**src/rtl/fetch_mem_stub.sv**
```systemverilog
// rtl/fetch_mem_stub.sv - fetch-side memory responder with fixed latency and address-derived lines
//
// Grants fetch requests (optionally stalled by an LFSR), returns a line whose 32-bit words
// are the byte addresses of those words, LATENCY cycles after the grant, in order.
// Ports:
//   clk, rst_n        clock, asynchronous active-low reset
//   fetch_req_i       request valid
//   fetch_addr_i      byte address; bits below the line offset are ignored
//   fetch_gnt_o       request accepted this cycle (combinational)
//   fetch_rvalid_o    response valid, one cycle per response
//   fetch_rdata_o     response line, holds its last value while rvalid is low
//   n_gnt_o, n_resp_o wrapping grant / response counters
//   busy_o            at least one granted request not yet answered
module fetch_mem_stub #(
    parameter int          FETCH_ADDR_WIDTH = 32,
    parameter int          FETCH_DATA_WIDTH = 128,
    parameter int          LATENCY          = 2,
    parameter int          MAX_OUTSTANDING  = 2,
    parameter bit          STALL_EN         = 1'b1,
    parameter logic [15:0] LFSR_SEED        = 16'hACE1
) (
    input  logic                        clk,
    input  logic                        rst_n,
    input  logic                        fetch_req_i,
    input  logic [FETCH_ADDR_WIDTH-1:0] fetch_addr_i,
    output logic                        fetch_gnt_o,
    output logic                        fetch_rvalid_o,
    output logic [FETCH_DATA_WIDTH-1:0] fetch_rdata_o,
    output logic [31:0]                 n_gnt_o,
    output logic [31:0]                 n_resp_o,
    output logic                        busy_o
);
    localparam int OFS = $clog2(FETCH_DATA_WIDTH / 8);
    localparam int LAW = FETCH_ADDR_WIDTH - OFS;
    localparam int NW  = FETCH_DATA_WIDTH / 32;
    localparam int OW  = $clog2(MAX_OUTSTANDING + 1);

    logic [15:0]                 lfsr;
    logic                        stall;
    logic                        room;
    logic [OW-1:0]               outst;
    logic [LAW-1:0]              gnt_line;
    logic                        last_v;
    logic [LAW-1:0]              last_a;
    logic [FETCH_ADDR_WIDTH-1:0] last_base;
    logic [FETCH_DATA_WIDTH-1:0] line_data;
    logic                        unused_addr_bits;

    assign unused_addr_bits = ^fetch_addr_i[OFS-1:0];
    assign gnt_line         = fetch_addr_i[FETCH_ADDR_WIDTH-1:OFS];

    assign stall = STALL_EN & lfsr[0] & lfsr[1];
    // A response leaving this cycle frees its slot for a grant in the same cycle.
    assign room  = (outst < OW'(MAX_OUTSTANDING)) | fetch_rvalid_o;
    // Reset is asynchronous, so the grant is masked directly rather than relying on state.
    assign fetch_gnt_o = rst_n & fetch_req_i & ~stall & room;
    assign busy_o      = (outst != '0);

    // Fibonacci LFSR, taps 16,14,13,11 (right-shifting form).
    always_ff @(posedge clk or negedge rst_n) begin
        if (!rst_n) begin
            lfsr <= LFSR_SEED;
        end else begin
            lfsr <= {lfsr[0] ^ lfsr[2] ^ lfsr[3] ^ lfsr[5], lfsr[15:1]};
        end
    end

    always_ff @(posedge clk or negedge rst_n) begin
        if (!rst_n) begin
            outst    <= '0;
            n_gnt_o  <= '0;
            n_resp_o <= '0;
        end else begin
            if (fetch_gnt_o && !fetch_rvalid_o) begin
                outst <= outst + 1'b1;
            end else if (!fetch_gnt_o && fetch_rvalid_o) begin
                outst <= outst - 1'b1;
            end
            if (fetch_gnt_o) begin
                n_gnt_o <= n_gnt_o + 32'd1;
            end
            if (fetch_rvalid_o) begin
                n_resp_o <= n_resp_o + 32'd1;
            end
        end
    end

    // The output register is the last of the LATENCY stages; the ones before it only
    // carry {valid, line address}.
    generate
        if (LATENCY == 1) begin : g_direct
            assign last_v = fetch_gnt_o;
            assign last_a = gnt_line;
        end else begin : g_pipe
            logic [LATENCY-2:0] pv;
            logic [LAW-1:0]     pa [LATENCY-1];

            always_ff @(posedge clk or negedge rst_n) begin
                if (!rst_n) begin
                    pv <= '0;
                    for (int s = 0; s < LATENCY - 1; s++) begin
                        pa[s] <= '0;
                    end
                end else begin
                    pv[0] <= fetch_gnt_o;
                    pa[0] <= gnt_line;
                    for (int s = 1; s < LATENCY - 1; s++) begin
                        pv[s] <= pv[s-1];
                        pa[s] <= pa[s-1];
                    end
                end
            end

            assign last_v = pv[LATENCY-2];
            assign last_a = pa[LATENCY-2];
        end
    endgenerate

    assign last_base = {last_a, {OFS{1'b0}}};

    always_comb begin
        line_data = '0;
        for (int k = 0; k < NW; k++) begin
            line_data[32*k +: 32] = 32'(last_base) + 32'(4 * k);
        end
    end

    always_ff @(posedge clk or negedge rst_n) begin
        if (!rst_n) begin
            fetch_rvalid_o <= 1'b0;
            fetch_rdata_o  <= '0;
        end else begin
            fetch_rvalid_o <= last_v;
            if (last_v) begin
                fetch_rdata_o <= line_data;
            end
        end
    end
endmodule
```
**config.mk**
```make
export PLATFORM = sky130hd
export DESIGN_NAME = fetch_mem_stub
export DESIGN_NICKNAME = d
export VERILOG_FILES = /design/src/rtl/fetch_mem_stub.sv
export SDC_FILE = /design/constraint.sdc
export NUM_CORES = 1
export LEC_CHECK = 0
export BUFFER_PORTS_ARGS = -buffer_cell sky130_fd_sc_hd__clkbuf_2
export CAP_MARGIN = 40
export CORE_AREA = 10 10 154 156
export DETAILED_ROUTE_END_ITERATION = 16
export DIE_AREA = 0 0 164 166
export GPL_ROUTABILITY_DRIVEN = 0
export PLACE_DENSITY = 0.51
export SLEW_MARGIN = 20
export SYNTH_ARGS = -nofsm -noshare
export SYNTH_HDL_FRONTEND = slang
export SYNTH_SLANG_ARGS = --single-unit
```
**constraint.sdc**
```tcl
create_clock -name clk -period 1.9 [get_ports clk]
set_input_delay 0.095 -clock clk [delete_from_list [all_inputs] [get_ports clk]]
set_output_delay 0.095 -clock clk [all_outputs]
set_load 0.01 [all_outputs]
```
After elaboration in Yosys (flattened, before gate mapping)
Cells that the tools add are included.
{ "totals": {"inputBits": 35, "register_bits": 236, "wordCells": 33} }
{ "classes": {"n_mux": 2, "reduce_logical": 6, "n_addsub": 7, "bitwise": 9, "order_cmp": 1} }
{ "op_table": {"columns": ["cell", "count"], "rows": [
  ["$add 32x1->32 const B", 2],
  ["$add 32x4->32 const B", 2],
  ["$add 32x3->32 const B", 1],
  ["$and 1x1->1", 4],
  ["$mux 2", 2],
  ["$reduce_bool 2->1", 2],
  ["$xor 1x1->1", 3],
  ["$add 2x1->2 const B", 1],
  ["$logic_and 1x1->1", 2],
  ["$logic_not 1->1", 2],
  ["$lt 2x2->1 const B", 1],
  ["$sub 2x1->2 const B", 1],
  ["$not 1->1", 1],
  ["$or 1x1->1", 1]
]} }

Depth between registers and ports, before layout
Gate-level depths: netlist of the first run.
{ "logic_depth": {"depth_word": 8, "ltp_mapped": 8} }

Worst setup path before layout of the first run
Ideal clock, no wire load.
{ "synth_path": {"kind": "reg-to-reg", "startpoint": "register fetch_rvalid_o", "endpoint": "register outst[1]", "period_less_slack_ps": 1764, "path_stages_with_launch": 9, "setup_ps": 79, "t_required_ps": 1821, "path_slack_ps": 136, "arrival_ps": 1685, "path_cell_list": "dfrtp_1 buf_4 nand2b_1 and3b_1 clkbuf_1 ha_1 xor2_1 nor2_1 xor2_1"} }
{ "synth_between": {"elab_chain_cells": 5} }
{ "synth_lines": {"columns": ["element", "line_no", "rtl"], "rows": [
  ["from (decl)", "27", "output logic fetch_rvalid_o,"],
  ["from (signal assigned)", "133", "fetch_rvalid_o <= last_v;"],
  ["$or 1x1->1 *", "54", "assign room = (outst < OW'(MAX_OUTSTANDING)) | fetch_rvalid_o;"],
  ["$and 1x1->1 *", "56", "assign fetch_gnt_o = rst_n & fetch_req_i & ~stall & room;"],
  ["named net fetch_gnt_o", "26", "output logic fetch_gnt_o,"],
  ["$logic_not 1->1", "76", "end else if (!fetch_gnt_o && fetch_rvalid_o) begin"],
  ["$logic_and 1x1->1", "76", null],
  ["$reduce_bool 2->1 (no line)", null, null],
  ["to (signal assigned)", "75", "outst <= outst + 1'b1;"],
  ["to (signal assigned)", "77", "outst <= outst - 1'b1;"],
  ["to (decl)", "41", "logic [OW-1:0] outst;"]
]} }
The timed path passes the listed nets; every way through them passes the cells marked *.
A chain may end at the register's enable or synchronous reset.

Worst setup path in the final report of the first run
{ "layout_path": {"startpoint": "register fetch_rvalid_o", "endpoint": "output fetch_gnt_o"} }
{ "layout_between": {"elab_chain_cells": 2} }
{ "layout_lines": {"columns": ["element", "line_no"], "rows": [
  ["$or 1x1->1", "54"],
  ["$and 1x1->1", "56"],
  ["to (decl)", "26"]
]} }
No other way between the ends.

==> impl_results.md, run 1 <==
- Post-route minimum period: 1.76 ns
- Worst EP required: 1.80 ns
- Die ar.: 27200 um^2
- Via-to-Cell Ratio: 4.28
- Crit path arrival time: 1.66 ns
- Clock Latency Late Sink: 0.41 ns
- Final wirelength: 14600 um
- Crit Path Max Fanout: 10
- DP Wirelength: 10800 um
- GRT overflow: 0
- Total number of vias: 4029
- Mapped Cells: 482
- Chip Width: 164 um
- Main flop type after synthesis: dfrtp_1
- Worst vdd ir: 0.000476 V
- GRT Overall Usage: 10.8%
- EDFF count, synth: 0
- Most numerous cell in the Yosys netlist: dfrtp_1
- Final Hold Fails: 0
- Initial antenna violation count: 0
- IO Count: 230
- Post-route insts no fill: 941
- Sum Neg Setup Slack: 0 ns
- Layout cells sized above 1: 44.7%
- Hold crit path type: input port to async pin
- Dpl cells: 879
- Setup crit end kind: primary output
- Synth-to-layout area growth: 26.1%
- # Max-Cap Violations: 0
- Clock buffer depth: 2
- Pwr/cell area: 813 nW/um^2
- Synth async-reset ratio: 100%
- Antenna-violating nets left: 0
- Multi-input logic area: 1730 um^2
- Global-route wire length before repair: 23700 um
- NumNets Final: 691
- Mapped cell area: 6080 um^2
- Initial Util: 29.4%
- Leakage: 0.00394 uW
- ANT cells: 0
- Setup Viol. Count Final: 0
- Wire per inst: 15.5 um
- H-tree levels: 4
- Starting DRT DRC Count: 96
- Status: finished clean
- Crit path kind: flop to primary output
- Top cells by count, synth: dfrtp_1 (133), buf_4 (101), xnor2_1 (53)
- CTS tree: built
- Syn_area_per_cell: 12.6 um^2
- Slew Viols, Final: 0
- Yosys reg bits: 141
- Synth area leader: dfrtp_1
- IO Port Bufs: 213
- Fillers: 2081
- Clk sinks: 141
- Fmax: 569 MHz
- Residual DRC: 0
- Share of the synthesized area in the top cell type: 54.8%
- Register area: 3540 um^2
- CTS clk-pin slew, worst paths: 0.06 ns
- Sequential cell area fraction in the yosys report: 58.2%
- Root buf cell: clkbuf_16
- Vias in the first global route: 4342
- Startpoint types: flop
- Library cells used by synthesis: 28
- Period utilization: 92.5%
- YS warnings: 0
- Pin count of the biggest net entering global routing: 62
- Ranking of synthesized cells by area: dfrtp_1 (55%), buf_4 (12%), xnor2_1 (7.6%), mux2_2 (5.6%), dfstp_2 (3.5%)
- Clock skew: 0.0105 ns
- Inserted Clock Buffers: 17
- First-pass DRT Iterations: 4
- RSZ-0062 raised after global routing: false
- Rows: 53
- Die Y: 166 um
- Core ar.: 20700 um^2
## per-layer routing
| metal | up-vias | track usage (%) | wire length, um |
|---|---|---|---|
| met5 | - | 0 | 0 |
| met4 | 0 | 3.58 | 140 |
| met3 | 8 | 4.81 | 1550 |
| met2 | 136 | 18.0 | 7320 |
| met1 | 2016 | 11.9 | 5540 |
| li1 | 1869 | - | - |
## repair_timing
item / CTS / global route
hold buffers: 29 / 0
setup buffers: 0 / 0
endpoints found under the hold margin: 113 / 0
resized for setup: 0 / 0
## power breakdown
part | leakage [uW] | switching, uW | internal, uW
Sequential | 0.00187 | 7.04 | 3030
Clock | 0.000258 | 1290 | 1740
Combinational | 0.00182 | 89.7 | 76.9
## kinds of logic (layout without fill, tap and decap cells)
family / count (synthesis) / count (layout) / synth area share (%)
DFF: 141 / 141 / 58.2
and+or+nand+nor: 121 / 121 / 11.8
buffers and inverters: 118 / 291 / 14.0
xor gates and xnor gates: 68 / 68 / 9.80
muxes: 30 / 30 / 5.56
adders and majority gates: 3 / 3 / 0.618
other: 1 / 12 / 0.0617
## placed cells by master, fill, tap and decap left out, types with 3 or more instances in the layout
master | synthesis | final
nor2_1 | 5 | 5
nor4_1 | 5 | 5
nor3_1 | 5 | 5
ha_1 | 3 | 3
inv_1 | 5 | 5
and3_1 | 8 | 8
clkbuf_16 | 0 | 17
clkbuf_2 | 0 | 212
clkinvlp_4 | 0 | 5
conb_1 | 1 | 12
dfrtp_1 | 133 | 133
dlygate4sd3_1 | 0 | 29
clkinv_2 | 0 | 5
dfstp_2 | 8 | 8
buf_4 | 101 | 10
and4_1 | 16 | 16
xor2_1 | 15 | 15
nand4_1 | 25 | 25
nand2_1 | 15 | 15
and2_1 | 7 | 7
xnor2_1 | 53 | 53
inv_6 | 0 | 3
nand3_1 | 29 | 29
mux2_2 | 30 | 30
## final timing paths
kind	end	slack (ns)	startpoint	cells past startpoint
setup / recovery	fetch_gnt_o	0.14	fetch_rvalid_o	4
min in group clk	g_pipe.pv	0.25	fetch_req_i	4
hold / removal	n_gnt_o[2]	0.25	rst_n	3
max in group asynchronous	lfsr[15]	0.94	rst_n	4
setup reg to reg	n_gnt_o[31]	0.19	fetch_rvalid_o	4
hold reg to reg	lfsr[3]	0.35	lfsr[4]	0
## metrics by stage
stage               instance area (um^2)  hold WS (ns)  power, uW  util [%]  worst slack [ns]
finish                              7670         0.246       6230      37.1             0.142
global route                        7670         0.238       6520      37.1            0.0176
CTS                                 7640         0.226       6380      36.9            0.0683
detailed placement                  6810         0.146       3210      32.9             0.153
global placement                    6780         0.205       3200      32.8             0.211
floorplan                           6120        -0.201       3120         -             0.136
## flip-flops by register name, summed over array words and instances (netlist names)
name	flops
lfsr	16
g_pipe.pa	28
n_gnt_o	32
outst	2
fetch_rvalid_o	1
g_pipe.pv	1
n_resp_o	32
fetch_rdata_o	29
## worst max-delay path: stages (launching register included)
cell	delay, ns
dfrtp_1	0.57
nand2b_1	0.21
and3b_1	0.20
buf_4	0.15
clkbuf_2	0.15
## area by class of cell
cell class / count / share of cell area, %
inverters: 5 / 0.245
clock inverters: 13 / 1.16
flip-flops and latches: 141 / 46.2
multi-input cells: 234 / 22.6
well taps: 275 / 4.49
clock buffers: 19 / 5.91
repair buffers: 254 / 19.5
No activity file was read; power rests on OpenSTA's default activity.
==> inputs of run 2 (changes only) <==
--- a/config.mk
+++ b/config.mk
@@ -7,11 +7,11 @@
 export LEC_CHECK = 0
 export BUFFER_PORTS_ARGS = -buffer_cell sky130_fd_sc_hd__clkbuf_2
 export CAP_MARGIN = 40
-export CORE_AREA = 10 10 154 156
+export CORE_AREA = 10 10 143 145
 export DETAILED_ROUTE_END_ITERATION = 16
-export DIE_AREA = 0 0 164 166
+export DIE_AREA = 0 0 153 155
 export GPL_ROUTABILITY_DRIVEN = 0
-export PLACE_DENSITY = 0.51
+export PLACE_DENSITY = 0.58
 export SLEW_MARGIN = 20
 export SYNTH_ARGS = -nofsm -noshare
 export SYNTH_HDL_FRONTEND = slang
==> impl_results.md, run 2 (synthesis results as in run 1) <==
- Clock Latency Late Sink: 0.41 ns
- Sum Neg Setup Slack: 0 ns
- Vias in the first global route: 4222
- CP Buf/Inv Count: 2
- Setup crit end kind: primary output
- Period utilization: 89.5%
- First-pass DRT Iterations: 4
- Slew Viols, Final: 0
- Post-route minimum period: 1.70 ns
- IO Port Bufs: 213
- Synth-to-layout area growth: 25.4%
- Worst Setup EP: fetch_gnt_o
- Die ar.: 23700 um^2
- Global-route wire length before repair: 22900 um
- Hold crit path type: input port to async pin
- Chip Width: 153 um
- Worst reg2reg endpoint: n_gnt_o[31]
- Crit Path Max Fanout: 6
- CTS tree: built
- Initial Util: 34.4%
- GRT Overall Usage: 11.9%
- Pin count of the biggest net entering global routing: 68
- Pwr/cell area: 833 nW/um^2
- Status: finished clean
- Final wirelength: 14300 um
- Clock buffer depth: 2
- IO Count: 230
- Residual DRC: 0
- Post-CTS Hold Fix Bufs: 29
- # Max-Cap Violations: 0
- RSZ-0062 raised after global routing: false
- Crit path arrival time: 1.61 ns
- Slowest cell on crit path: dfrtp_1
- Core ar.: 17700 um^2
- Total number of vias: 3960
- NumNets Final: 690
- Fmax: 588 MHz
- Antenna-violating nets left: 0
- CTS clk-pin slew, worst paths: 0.06 ns
- WP depth: 4
- Die Y: 155 um
- Layout cells sized above 1: 44.1%
- Post-route insts no fill: 894
- Startpoint types: flop
- GRT overflow: 0
- Commonest non-fill, non-tap cell in the layout: clkbuf_2
- Biggest regs: n_gnt_o (32), n_resp_o (32), fetch_rdata_o (29)
- Leakage: 0.00395 uW
- Clk sinks: 141
- Initial antenna violation count: 0
- Wire per inst: 16.0 um
- Setup Viol. Count Final: 0
- Dpl cells: 832
- Cells along the critical path: nand2b_1 > and3b_1 > buf_4 > clkbuf_2
- ANT cells: 0
- Commonest non-fill, non-tap cells in the layout: clkbuf_2 (212), dfrtp_1 (133), xnor2_1 (53), mux2_2 (30)
- Crit-path leading delay family: flip-flops
- Crit path kind: flop to primary output
- CP startpoint: fetch_rvalid_o
- Worst vdd ir: 0.000590 V
- Setup Buffers After CTS: 0
- Inserted Clock Buffers: 17
- Worst EP required: 1.80 ns
- DP Wirelength: 10600 um
- Starting DRT DRC Count: 148
- Root buf cell: clkbuf_16
- CP max stage delay: 0.46 ns
- # resized after CTS: 0
- Via-to-Cell Ratio: 4.43
- Clock skew: 0.00855 ns
- RR Startpoint: fetch_rvalid_o
- Reg2reg path depth: 4
- Final core occ: 43.2%
- Rows: 49
- Setup slack, reg-to-reg: 0.28 ns
- Final Hold Fails: 0
- H-tree levels: 4
run 2: changes by cell type in the layout (fill, tap and decap cells not counted):
cell        previous run  this run
clkinv_2               5         4
clkbuf_8               2         0
clkinv_4               0         1
buf_4                 10         9
clkinvlp_4             5         3
clkbuf_1               0         4
inv_6                  3         1
bufinv_16              0         2
run 2: layer usage:
layer | vias up | track usage [%] | part of all wire [%]
li1 | 1865 | - | -
met1 | 1938 | 12.8 | 39
met2 | 143 | 19.9 | 50
met3 | 14 | 5.85 | 9.3
met4 | 0 | 4.41 | 1.4
met5 | - | 0 | 0
run 2: area by class of cell:
cell class	count	area (um^2)
clock inverters	11	120
inverters	5	18.8
well taps	229	287
multi-input cells	234	1730
clock buffers	21	440
fillers	1685	10000
flip-flops and latches	141	3540
repair buffers	253	1490
run 2: report_power, final:
group / switching [uW] / internal, uW / leakage [uW]
clock network: 1210 / 1930 / 0.000267
registers: 7.09 / 3040 / 0.00187
logic: 90.3 / 77.1 / 0.00181
run 2: worst min-delay path, stage by stage:
cell and delay (ns):
dlygate4sd3_1 0.55, buf_6 0.11, buf_4 0.20
run 2: worst min path at each step:
stage	slack (ns)	to	start	cells past startpoint
after floorplan	-0.20	fetch_rdata_o[100]	rst_n	0
after global placement	0.20	g_pipe.pa[2]	fetch_addr_i[6]	1
after detailed placement	0.11	n_gnt_o[12]	rst_n	2
after CTS	0.23	g_pipe.pv	fetch_req_i	4
after global routing	0.20	n_gnt_o[4]	rst_n	3
final	0.19	n_gnt_o[4]	rst_n	3
run 2: per-stage QoR:
stage | total power, uW | hold slack [ns] | setup WS (ns) | instance area [um^2]
2_1_floorplan | 3120 | -0.201 | 0.136 | 6120
3_3_place_gp | 3200 | 0.205 | 0.308 | 6710
3_5_place_dp | 3210 | 0.106 | 0.264 | 6740
4_1_cts | 6460 | 0.228 | 0.156 | 7590
5_1_grt | 6620 | 0.195 | 0.0743 | 7620
6_report | 6350 | 0.187 | 0.199 | 7620
==> inputs of run 3 (changes only) <==
--- a/config.mk
+++ b/config.mk
@@ -11,7 +11,7 @@
 export DETAILED_ROUTE_END_ITERATION = 16
 export DIE_AREA = 0 0 153 155
 export GPL_ROUTABILITY_DRIVEN = 0
-export PLACE_DENSITY = 0.58
+export PLACE_DENSITY_LB_ADDON = 0.12
 export SLEW_MARGIN = 20
 export SYNTH_ARGS = -nofsm -noshare
 export SYNTH_HDL_FRONTEND = slang
==> constraint.sdc (replaced) <==
create_clock -name clk -period 1.9 [get_ports clk]
set_input_delay 0 -clock clk [delete_from_list [all_inputs] [get_ports clk]]
set_output_delay 0 -clock clk [all_outputs]
set_load 0.01 [all_outputs]
==> impl_results.md, run 3 (synthesis results as in run 1) <==
- Status: finished clean
- Initial antenna violation count: 0
- Setup crit end kind: flop
- Leakage: 0.00396 uW
- Antenna-violating nets left: 0
- IO Port Bufs: 213
- Internal power: 5060 uW
- Residual DRC: 0
- Die Y: 155 um
- Clock network fraction of total power: 49.7%
- Commonest non-fill, non-tap cells in the layout: clkbuf_2 (212), dfrtp_1 (133), xnor2_1 (53), mux2_2 (30), dlygate4sd3_1 (30)
- Final Hold Fails: 0
- Crit Path Max Fanout: 8
- Startpoint types: flop
- RSZ-0062 raised after global routing: false
- ANT cells: 0
- Total number of vias: 3997
- Vias in the first global route: 4267
- Core ar.: 17700 um^2
- Slew Viols, Final: 0
- CP max stage delay: 0.42 ns
- Sequential Power Share: 47.8%
- Final instance area: 7600 um^2
- Layout cells sized above 1: 44.3%
- Post-CTS Hold Fix Bufs: 30
- Slew @ Worst Pin: 0.669 ns
- NumNets Final: 691
- Rows: 49
- Commonest non-fill, non-tap cell in the layout: clkbuf_2
- CTS clk-pin slew, worst paths: 0.06 ns
- Sw Ratio: 20.5%
- Worst vdd ir: 0.000598 V
- Comb power frac: 2.5%
- CP Buf/Inv Count: 1
- Clock skew: 0.00595 ns
- Initial Util: 34.4%
- Setup Viol. Count Final: 0
- Hold crit path type: input port to flop
- Post-route minimum period: 1.69 ns
- # Max-Cap Violations: 0
- Crit-path leading delay family: simple AND/OR/NAND/NOR gates
- Clock buffer depth: 2
- Inserted Clock Buffers: 17
- Final core occ: 43.0%
- Final wirelength: 14500 um
- Synth-to-layout area growth: 25.0%
- Pwr/cell area: 837 nW/um^2
- Chip Width: 153 um
- IO Count: 230
- Fmax: 593 MHz
- GRT overflow: 0
- H-tree levels: 4
- Cells along the critical path: ha_1 > and4_1 > and3_1 > buf_4 > nand4_1 > xnor2_1
- DP Wirelength: 10800 um
- Sum Neg Setup Slack: 0 ns
- Slowest cell on crit path: dfrtp_1
- Worst EP required: 2.20 ns
- Crit path arrival time: 1.98 ns
- CTS tree: built
- Starting DRT DRC Count: 128
- Period utilization: 88.7%
- Global-route wire length before repair: 23900 um
- Biggest regs: n_gnt_o (32), n_resp_o (32), fetch_rdata_o (29)
- GRT Overall Usage: 12.4%
- Via-to-Cell Ratio: 4.47
- Root buf cell: clkbuf_16
- Setup Buffers After CTS: 0
- Die ar.: 23700 um^2
- Area after DPL: 6730 um^2
- Pin count of the biggest net entering global routing: 55
- First-pass DRT Iterations: 4
- Setup slack, reg-to-reg: 0.21 ns
- Clock Latency Late Sink: 0.41 ns
- # resized after CTS: 0
- Sw power: 1310 uW
- Slew margin rel.: 55.4%
- Clk sinks: 141
- Wire per inst: 16.2 um
- Crit path kind: flop to flop
## run 3: cell type report
type | instances | area [um^2]
clock inverter | 12 | 121
sequential | 141 | 3540
fill | 1678 | 10100
inverter | 5 | 18.8
tap | 229 | 287
timing repair buffer | 254 | 1460
multi-input combinational | 234 | 1730
clock buffer | 20 | 447
## run 3: final timing paths
kind | from | end | cells past startpoint
min | fetch_req_i | g_pipe.pv | 4
max | n_gnt_o[0] | n_gnt_o[12] | 6
max reg2reg | n_gnt_o[0] | n_gnt_o[12] | 6
min reg2reg | lfsr[4] | lfsr[3] | 0
min in group asynchronous | rst_n | n_gnt_o[8] | 3
max in group asynchronous | rst_n | g_pipe.pa[2] | 3
## run 3: power by group through the flow
| stage | sequential [uW] | combinational [uW] | clock, uW |
|---|---|---|---|
| after floorplan | 3090 | 30.0 | 0 |
| after global placement | 3090 | 111 | 0 |
| after detailed placement | 3100 | 111 | 0 |
| after CTS | 3040 | 164 | 3280 |
| after global routing | 3040 | 182 | 3430 |
| final | 3040 | 157 | 3160 |
## run 3: per-stage QoR
stage               total power [uW]  setup slack, ns  std cells  hold slack [ns]
CTS                             6490            0.228        895            0.107
floorplan                       3120            0.136        493           -0.296
detailed placement              3210            0.242        833           -0.211
global placement                3210            0.288        833           -0.208
global route                    6650           0.0980        895            0.134
finish                          6360            0.215        895            0.130
## run 3: tightest hold or removal path, stage by stage
cell and delay [ns]:
clkbuf_2 0.09, nand2_1 0.06, and3b_1 0.19, buf_4 0.15
## run 3: metal layers
metal | global-route usage [%] | part of all wire (%) | vias to the layer above
li1 | - | - | 1863
met1 | 14.3 | 41 | 1958
met2 | 19.6 | 48 | 158
met3 | 5.51 | 9.4 | 18
met4 | 5.18 | 1.5 | 0
met5 | 0 | 0 | -
